===== src/rtl/msftdvip_mem_initiator.sv =====
// Purpose     : memory-port initiator; bridges a valid/ready request channel to the EN/ADDR/WE/BE/WDATA/IS_CAP port and returns responses on a valid/ready channel.
// Latency     : request -> mem_* is combinational; read data/error sampled 1 cycle after accept, presented on rsp_* the cycle after that.
// Backpressure: 2-entry response FIFO; req_ready_o/mem_en_o drop while FIFO occupancy plus the in-flight slot would exceed 2.
//
// Ports:
//   clk_i, rstn_i                   clock, asynchronous active-low reset
//   req_valid_i/req_ready_o + req_* upstream request (addr, we, be, is_cap, wdata)
//   rsp_valid_o/rsp_ready_i + rsp_* upstream response (rdata, err, we)
//   mem_*                           memory port; accept = mem_en_o & mem_ready_i
//
// Optional feature: define MSFTDVIP_MEM_INIT_TIMEOUT_EN to drop a request that has
// stalled on mem_ready_i=0 for TIMEOUT_CYCLES cycles and answer it with err=1.
module msftdvip_mem_initiator #(
    parameter int DATA_WIDTH     = 33,
    parameter int TIMEOUT_CYCLES = 256
) (
    input  logic                  clk_i,
    input  logic                  rstn_i,
    // request channel
    input  logic                  req_valid_i,
    output logic                  req_ready_o,
    input  logic [31:0]           req_addr_i,
    input  logic                  req_we_i,
    input  logic [3:0]            req_be_i,
    input  logic                  req_is_cap_i,
    input  logic [DATA_WIDTH-1:0] req_wdata_i,
    // response channel
    output logic                  rsp_valid_o,
    input  logic                  rsp_ready_i,
    output logic [DATA_WIDTH-1:0] rsp_rdata_o,
    output logic                  rsp_err_o,
    output logic                  rsp_we_o,
    // memory port
    output logic                  mem_en_o,
    output logic [31:0]           mem_addr_o,
    output logic                  mem_is_cap_o,
    output logic                  mem_we_o,
    output logic [3:0]            mem_be_o,
    output logic [DATA_WIDTH-1:0] mem_wdata_o,
    input  logic [DATA_WIDTH-1:0] mem_rdata_i,
    input  logic                  mem_ready_i,
    input  logic                  mem_error_i
);

    typedef struct packed {
        logic [DATA_WIDTH-1:0] rdata;
        logic                  err;
        logic                  we;
    } rsp_t;

    // response FIFO state
    rsp_t       fifo_q [2];
    logic       wr_ptr;
    logic       rd_ptr;
    logic [1:0] fifo_count;

    // one-cycle slot between acceptance and the FIFO push
    logic       inflight;
    logic       pend_local;   // locally generated error (misaligned or timed out)
    logic       pend_we;

    logic       aligned;
    logic       cap_ok;
    logic       word_ok;
    logic       space;
    logic [2:0] occ;
    logic       pop;
    logic       push;
    logic       accept;
    logic       local_take;
    logic       to_fire;
    logic       tag_clr;
    rsp_t       push_entry;

    // ------------------------------------------------------------------
    // Alignment: 64-bit caps need 8-byte alignment, everything else 4-byte.
    // ------------------------------------------------------------------
    assign word_ok = (req_addr_i[1:0] == 2'd0);
    assign cap_ok  = (DATA_WIDTH == 65) ? (req_addr_i[2:0] == 3'd0) : word_ok;
    assign aligned = req_is_cap_i ? cap_ok : word_ok;

    // ------------------------------------------------------------------
    // Slot accounting. A pop this cycle frees its slot immediately, which is
    // what lets back-to-back requests run at one per cycle.
    // ------------------------------------------------------------------
    assign rsp_valid_o = (fifo_count != 2'd0);
    assign pop         = rsp_valid_o & rsp_ready_i;
    assign occ         = {1'b0, fifo_count} + {2'b00, inflight} - {2'b00, pop};
    assign space       = (occ < 3'd2);

    // During a timeout pulse the stalled request is consumed locally, so the
    // memory port is held off and req_ready_o no longer waits on mem_ready_i.
    assign mem_en_o    = req_valid_i & space & aligned & ~to_fire;
    assign req_ready_o = space & ((aligned & ~to_fire) ? mem_ready_i : 1'b1);

    assign accept      = mem_en_o & mem_ready_i;
    assign local_take  = req_valid_i & space & (~aligned | to_fire);

    // ------------------------------------------------------------------
    // Request pass-through; non-cap writes must never set the tag bit.
    // ------------------------------------------------------------------
    assign tag_clr      = req_we_i & ~req_is_cap_i;
    assign mem_addr_o   = req_addr_i;
    assign mem_is_cap_o = req_is_cap_i;
    assign mem_we_o     = req_we_i;
    assign mem_be_o     = req_be_i;
    assign mem_wdata_o  = {req_wdata_i[DATA_WIDTH-1] & ~tag_clr, req_wdata_i[DATA_WIDTH-2:0]};

    // ------------------------------------------------------------------
    // Response formed from the memory sample one cycle after acceptance.
    // Writes and local errors always return zero data.
    // ------------------------------------------------------------------
    assign push             = inflight;
    assign push_entry.rdata = (pend_local | pend_we) ? '0 : mem_rdata_i;
    assign push_entry.err   = pend_local | mem_error_i;
    assign push_entry.we    = pend_we;

    assign rsp_rdata_o = fifo_q[rd_ptr].rdata;
    assign rsp_err_o   = fifo_q[rd_ptr].err;
    assign rsp_we_o    = fifo_q[rd_ptr].we;

    always_ff @(posedge clk_i or negedge rstn_i) begin
        if (!rstn_i) begin
            inflight   <= 1'b0;
            pend_local <= 1'b0;
            pend_we    <= 1'b0;
        end else begin
            inflight   <= accept | local_take;
            pend_local <= local_take;
            pend_we    <= req_we_i;
        end
    end

    always_ff @(posedge clk_i or negedge rstn_i) begin
        if (!rstn_i) begin
            fifo_q[0]  <= '0;
            fifo_q[1]  <= '0;
            wr_ptr     <= 1'b0;
            rd_ptr     <= 1'b0;
            fifo_count <= 2'd0;
        end else begin
            if (push) begin
                fifo_q[wr_ptr] <= push_entry;
                wr_ptr         <= ~wr_ptr;
            end
            if (pop) begin
                rd_ptr <= ~rd_ptr;
            end
            fifo_count <= fifo_count + {1'b0, push} - {1'b0, pop};
        end
    end

    // ------------------------------------------------------------------
    // Stall timeout. The counter holds the number of consecutive stalled
    // cycles; once it equals TIMEOUT_CYCLES the next cycle is the drop pulse,
    // and since mem_en_o is low in that cycle the counter clears itself.
    // ------------------------------------------------------------------
`ifdef MSFTDVIP_MEM_INIT_TIMEOUT_EN
    localparam int CW = $clog2(TIMEOUT_CYCLES + 1);
    logic [CW-1:0] stall_cnt;

    assign to_fire = (stall_cnt == CW'(TIMEOUT_CYCLES));

    always_ff @(posedge clk_i or negedge rstn_i) begin
        if (!rstn_i) begin
            stall_cnt <= '0;
        end else if (mem_en_o && !mem_ready_i) begin
            stall_cnt <= stall_cnt + CW'(1);
        end else begin
            stall_cnt <= '0;
        end
    end
`else
    logic unused_timeout;
    assign to_fire        = 1'b0;
    assign unused_timeout = (TIMEOUT_CYCLES == 0);
`endif

endmodule


===== config.mk =====
export PLATFORM = sky130hd
export DESIGN_NAME = msftdvip_mem_initiator
export DESIGN_NICKNAME = d
export VERILOG_FILES = /design/src/rtl/msftdvip_mem_initiator.sv
export SDC_FILE = /design/constraint.sdc
export NUM_CORES = 1
export LEC_CHECK = 0
export CORE_MARGIN = 2
export CORE_UTILIZATION = 32
export DETAILED_ROUTE_END_ITERATION = 8
export PLACE_DENSITY_LB_ADDON = 0.1
export REMOVE_ABC_BUFFERS = 1
export SYNTH_ARGS = -nofsm -noshare
export SYNTH_HDL_FRONTEND = slang
export SYNTH_SLANG_ARGS = --single-unit

===== constraint.sdc =====
create_clock -name clk_i -period 2.3 [get_ports clk_i]
set_input_delay 0.345 -clock clk_i [delete_from_list [all_inputs] [get_ports clk_i]]
set_output_delay 0.345 -clock clk_i [all_outputs]
set_load 0.01 [all_outputs]

**Word-level counts from Yosys, hierarchy flattened**

Index checks and enable logic that the tools add are counted.

- Input port bits: 110
- Bits in registers: 77
- Output and inout port bits: 109
- Logic and storage cells: 49

- Muxes and demuxes: 8
- Order comparisons: 4
- Add/sub/neg operators: 4
- Bitwise gates (word level): 18
- Reductions and logical operators: 3

Operator list:

| operator | number |
|---|---|
| $mux W35 | 4 |
| $bwmux W70 | 1 |
| $demux W35 S1 | 1 |
| $mux W33 | 1 |
| $and A1 B1 Y1 | 8 |
| $not A1 Y1 | 5 |
| $ge A2 B2 Y1 const B | 2 |
| $not A1 Y2 | 2 |
| $add A2 B1 Y3 | 1 |
| $lt A3 B2 Y1 const B | 1 |
| $or A1 B1 Y1 | 3 |
| $sub A3 B1 Y3 | 1 |
| $add A2 B1 Y2 | 1 |
| $logic_not A2 Y1 | 1 |
| $lt A2 B1 Y1 const B | 1 |
| $reduce_bool A2 Y1 | 1 |
| $sub A2 B1 Y2 | 1 |
| $logic_and A1 B1 Y1 | 1 |
| $mux W1 | 1 |

**Logic depth before layout (Yosys ltp)**

- Word-level depth: 8
- Depth in mapped cells: 7
- Gate-level depth less buffers: 7

**Least setup slack after synthesis**

Ideal clock, no wire load.

- Path kind: register to output
- Start: register fifo_count[1]
- End: output port mem_en_o
- Arrival time: 2.059 ns
- Cell stages (with the launch flop): 8
- Path buffers: 0
- Slack: -0.104 ns
- Required time: 1.955 ns
- Path through: dfrtp_1 o21a_1 ha_1 inv_1 ha_1 fa_1 nand2b_1 nor4_1

- Word-level cells in the longest chain between the ends: 6
- Elaborated cells on any way between the ends: 7
- Those cells by class: add/sub (2); order compare (1); bitwise (3); reduce/logical (1)

Ends and longest elaborated chain:

| item | line | source |
|---|---|---|
| start: declaration | 55 | `logic [1:0] fifo_count;` |
| start signal: assignment | 149 | `fifo_count <= fifo_count + {1'b0, push} - {1'b0, pop};` |
| $reduce_bool A2 Y1 | 86 | `assign rsp_valid_o = (fifo_count != 2'd0);` |
| $and A1 B1 Y1 | 87 | `assign pop = rsp_valid_o & rsp_ready_i;` |
| named net pop | 67 | `logic pop;` |
| $sub A3 B1 Y3 | 88 | `assign occ = {1'b0, fifo_count} + {2'b00, inflight} - {2'b00, pop};` |
| named net occ[1] | 66 | `logic [2:0] occ;` |
| $lt A3 B2 Y1 | 89 | `assign space = (occ < 3'd2);` |
| $and A1 B1 Y1 (2 in series) | 93 | `assign mem_en_o = req_valid_i & space & aligned & ~to_fire;` |
| end: declaration | 34 | `output logic mem_en_o,` |

The timed path passes the listed nets, and every way through them passes these cells.

**Worst setup path in the final report**

- Start: register fifo_count[0]
- End: output port mem_en_o

The elaborated chain is that of the path after synthesis.

==> metrics.cfg <==
[run_status]
outcome = finished, violations left
violations = setup timing

[floorplan]
design.core.area_um2 = 13200
pin_count = 219
num_rows = 42
die_h_um = 120
die_x_um = 120
fp.dieArea_um2 = 14500
start_util_pct = 32.8

[final_layout]
diodes = 0
layout.nets = 466
final_area_um2 = 5250
syn_to_final_growth_pct = 21.0
utilization_pct = 39.7
layout-drive-gt1-share_pct = 41.3

[critical_path]
r2r_cells = 8
regToRegSetupSlack_ns = 0.22
crit_type = flop to output pin
r2r_start = fifo_count[0]
worstSetupStartpointType = flop
critPathArrivalTime_ns = 2.33
end_kind = output pin
cp_max_fo = 3
worstPathRequired_ns = 1.96
r2r_end = inflight

[cts]
clock-sinks = 77
clk_path_buf_depth = 2
clk_latency_ns = 0.34
cts_root_buf = clkbuf_16
clk_pin_slew_ns = 0.06
cts_buffers = 9
cts_tree = done
htree_levels = 3

[power_and_ir_drop]
leakage_nw = 2.29
powerDensity_nw_per_um2 = 1390
peakVddDrop_mv = 0.748

[synth]
yosys_warnings = 0
syn_area_um2 = 4340
syn_area_per_cell_um2 = 13.2
ys_ff_latch = 77
ys_types = 24
synthCells = 328
ys_seq_area_share_pct = 44.4

[sta]
post-route-period-util_pct = 117
hold_slack_ns = 0.486
fin_ws_ns = -0.380
slew_headroom_pct = 61.9
slew_violations = 0
hold_viol = 0
clock_skew_ns = 0.00608
max_freq_ghz = 0.373
setup_viol = 2
tightest_slew_ns = 0.571
finalCriticalPeriod_ns = 2.68
rsz0062_at_grt = true

[routing]
drt-pass1-iter-count = 4
drcViolationCount = 0
totalWireLength_um = 13800
wl_per_cell_um = 25.9
viasPerCell = 4.90
first_iter_violations = 82
postRouteAntennaNets = 0
via_count = 2619

[grt]
grtUsageTotal_pct = 19.6
grt_pass1_wl_um = 20000
grt_max_degree = 40
antenna_found_initial = 0
gr-total-overflow = 0
grt_pass1_vias = 2738

[placed_design]
io_buffer_count = 86
hpwl_um = 9130
place_area_um2 = 4860
gp_congestion = 0.669

[min_path]
min_path_cells = 1
holdPathEnd = fifo_q[31]
hold_path.class = flop to flop
hold_start = fifo_q[31]

[flow_run]
maxCapViolations = 0

flip-flops by register name, summed over array words and instances (netlist names):
name,cells
fifo_q,70
fifo_count,2
inflight,1
pend_local,1
pend_we,1
rd_ptr,1
wr_ptr,1
worst max path at each step:
stage,from,to,slack (ns),cells past startpoint
after floorplan,fifo_count[1],mem_en_o,-0.10,7
after global placement,rsp_ready_i,mem_en_o,-0.81,9
after detailed placement,rsp_ready_i,mem_en_o,-0.81,9
after CTS,fifo_count[0],mem_en_o,-0.39,8
after global routing,fifo_count[0],mem_en_o,-0.48,8
final,fifo_count[0],mem_en_o,-0.38,8
timing repair:
item	in CTS	in global routing
hold endpoints to repair	1	0
endpoints found under the setup margin	2	2
resized for setup	15	1
buffers inserted	3	1
hold buffers	1	0
pin swaps	2	1
layout by cell type (no fill, tap or decap):
| cell type | Yosys | layout |
|---|---|---|
| nand2b_4 | 0 | 1 |
| o21a_1 | 1 | 1 |
| nor3b_1 | 33 | 33 |
| a21boi_0 | 1 | 1 |
| dfrtp_2 | 0 | 1 |
| clkinvlp_4 | 0 | 1 |
| ha_2 | 0 | 1 |
| dlygate4sd3_1 | 0 | 1 |
| nand2_4 | 1 | 1 |
| buf_12 | 3 | 3 |
| inv_1 | 5 | 5 |
| xnor2_2 | 0 | 1 |
| clkdlybuf4s50_1 | 0 | 83 |
| mux2_1 | 3 | 3 |
| nor4_4 | 0 | 1 |
| clkbuf_16 | 0 | 9 |
| nor2b_4 | 1 | 1 |
| nor2_1 | 1 | 1 |
| nor3_1 | 4 | 3 |
| clkinv_2 | 0 | 2 |
| clkbuf_8 | 0 | 1 |
| mux2_2 | 72 | 72 |
| buf_4 | 71 | 14 |
| dfrtp_1 | 77 | 76 |
| nor3_2 | 0 | 1 |
| fa_2 | 0 | 1 |
| ha_1 | 2 | 1 |
| buf_2 | 9 | 2 |
| or2_2 | 2 | 2 |
| clkinv_4 | 0 | 1 |
| mux2_4 | 30 | 30 |
| bufinv_16 | 0 | 2 |
| xor2_1 | 2 | 2 |
critical path, stage by stage (launching register included):
cell and delay [ns]:
dfrtp_1 0.38, o21a_1 0.20, ha_1 0.27, inv_1 0.06, ha_2 0.17, fa_2 0.45, nand2b_4 0.17, nor4_4 0.13
buf_2 0.17
cell type report:
| cell class | instances | area, µm² |
|---|---|---|
| Fill cell | 1294 | 7990 |
| Multi-Input combinational cell | 157 | 1740 |
| Inverter | 5 | 18.8 |
| Timing Repair Buffer | 103 | 1020 |
| Clock inverter | 6 | 86.3 |
| Clock buffer | 10 | 239 |
| Tap cell | 176 | 220 |
| Sequential cell | 77 | 1930 |
per-stage QoR:
| stage | setup slack (ns) | power, mW | cells | TNS, ns |
|---|---|---|---|---|
| finish | -0.380 | 7.29 | 534 | -0.736 |
| global route | -0.482 | 7.73 | 534 | -0.931 |
| CTS | -0.395 | 7.38 | 533 | -0.786 |
| detailed placement | -0.812 | 5.67 | 513 | -1.73 |
| global placement | -0.809 | 5.65 | 513 | -1.67 |
| floorplan | -0.104 | 4.10 | 239 | -0.104 |
Yosys cell counts, drive strengths merged:
| cell | number | area [µm²] |
|---|---|---|
| a21boi | 1 | 7.51 |
| buf | 87 | 683 |
| clkbuf | 2 | 7.51 |
| dfrtp | 77 | 1930 |
| fa | 1 | 20.0 |
| ha | 2 | 25.0 |
| inv | 5 | 18.8 |
| mux2 | 105 | 1290 |
| nand2 | 1 | 11.3 |
| nand2b | 1 | 6.26 |
| nor2 | 1 | 3.75 |
| nor2b | 1 | 13.8 |
| nor3 | 4 | 20.0 |
| nor3b | 33 | 248 |
| nor4 | 1 | 6.26 |
| o21a | 1 | 7.51 |
| or2 | 2 | 12.5 |
| xnor2 | 1 | 8.76 |
| xor2 | 2 | 17.5 |
report_power, final:
group | switching, mW | internal, mW | total (mW)
sequential | 0.299 | 1.98 | 2.27
combinational | 1.34 | 2.13 | 3.48
clock | 0.567 | 0.977 | 1.54
cells by family (layout without fill, tap and decap cells):
logic type	count (synthesis)	after routing	share of synthesized area (%)
DFF	77	77	44.4
adders and majority gates	3	3	1.04
AOI/OAI and AO/OA	2	2	0.346
buffers and inverters	94	124	16.3
and+or+nand+nor	44	44	7.41
xor gates and xnor gates	3	3	0.606
muxes	105	105	29.8
per-layer routing:
layer  track usage [%]  share of wire [%]
met1              24.5                 44
met2              21.9                 35
met3              18.1                 19
met4              7.05                1.5
met5              11.0               0.83
Note: power is estimated with default switching activity, not from simulation.
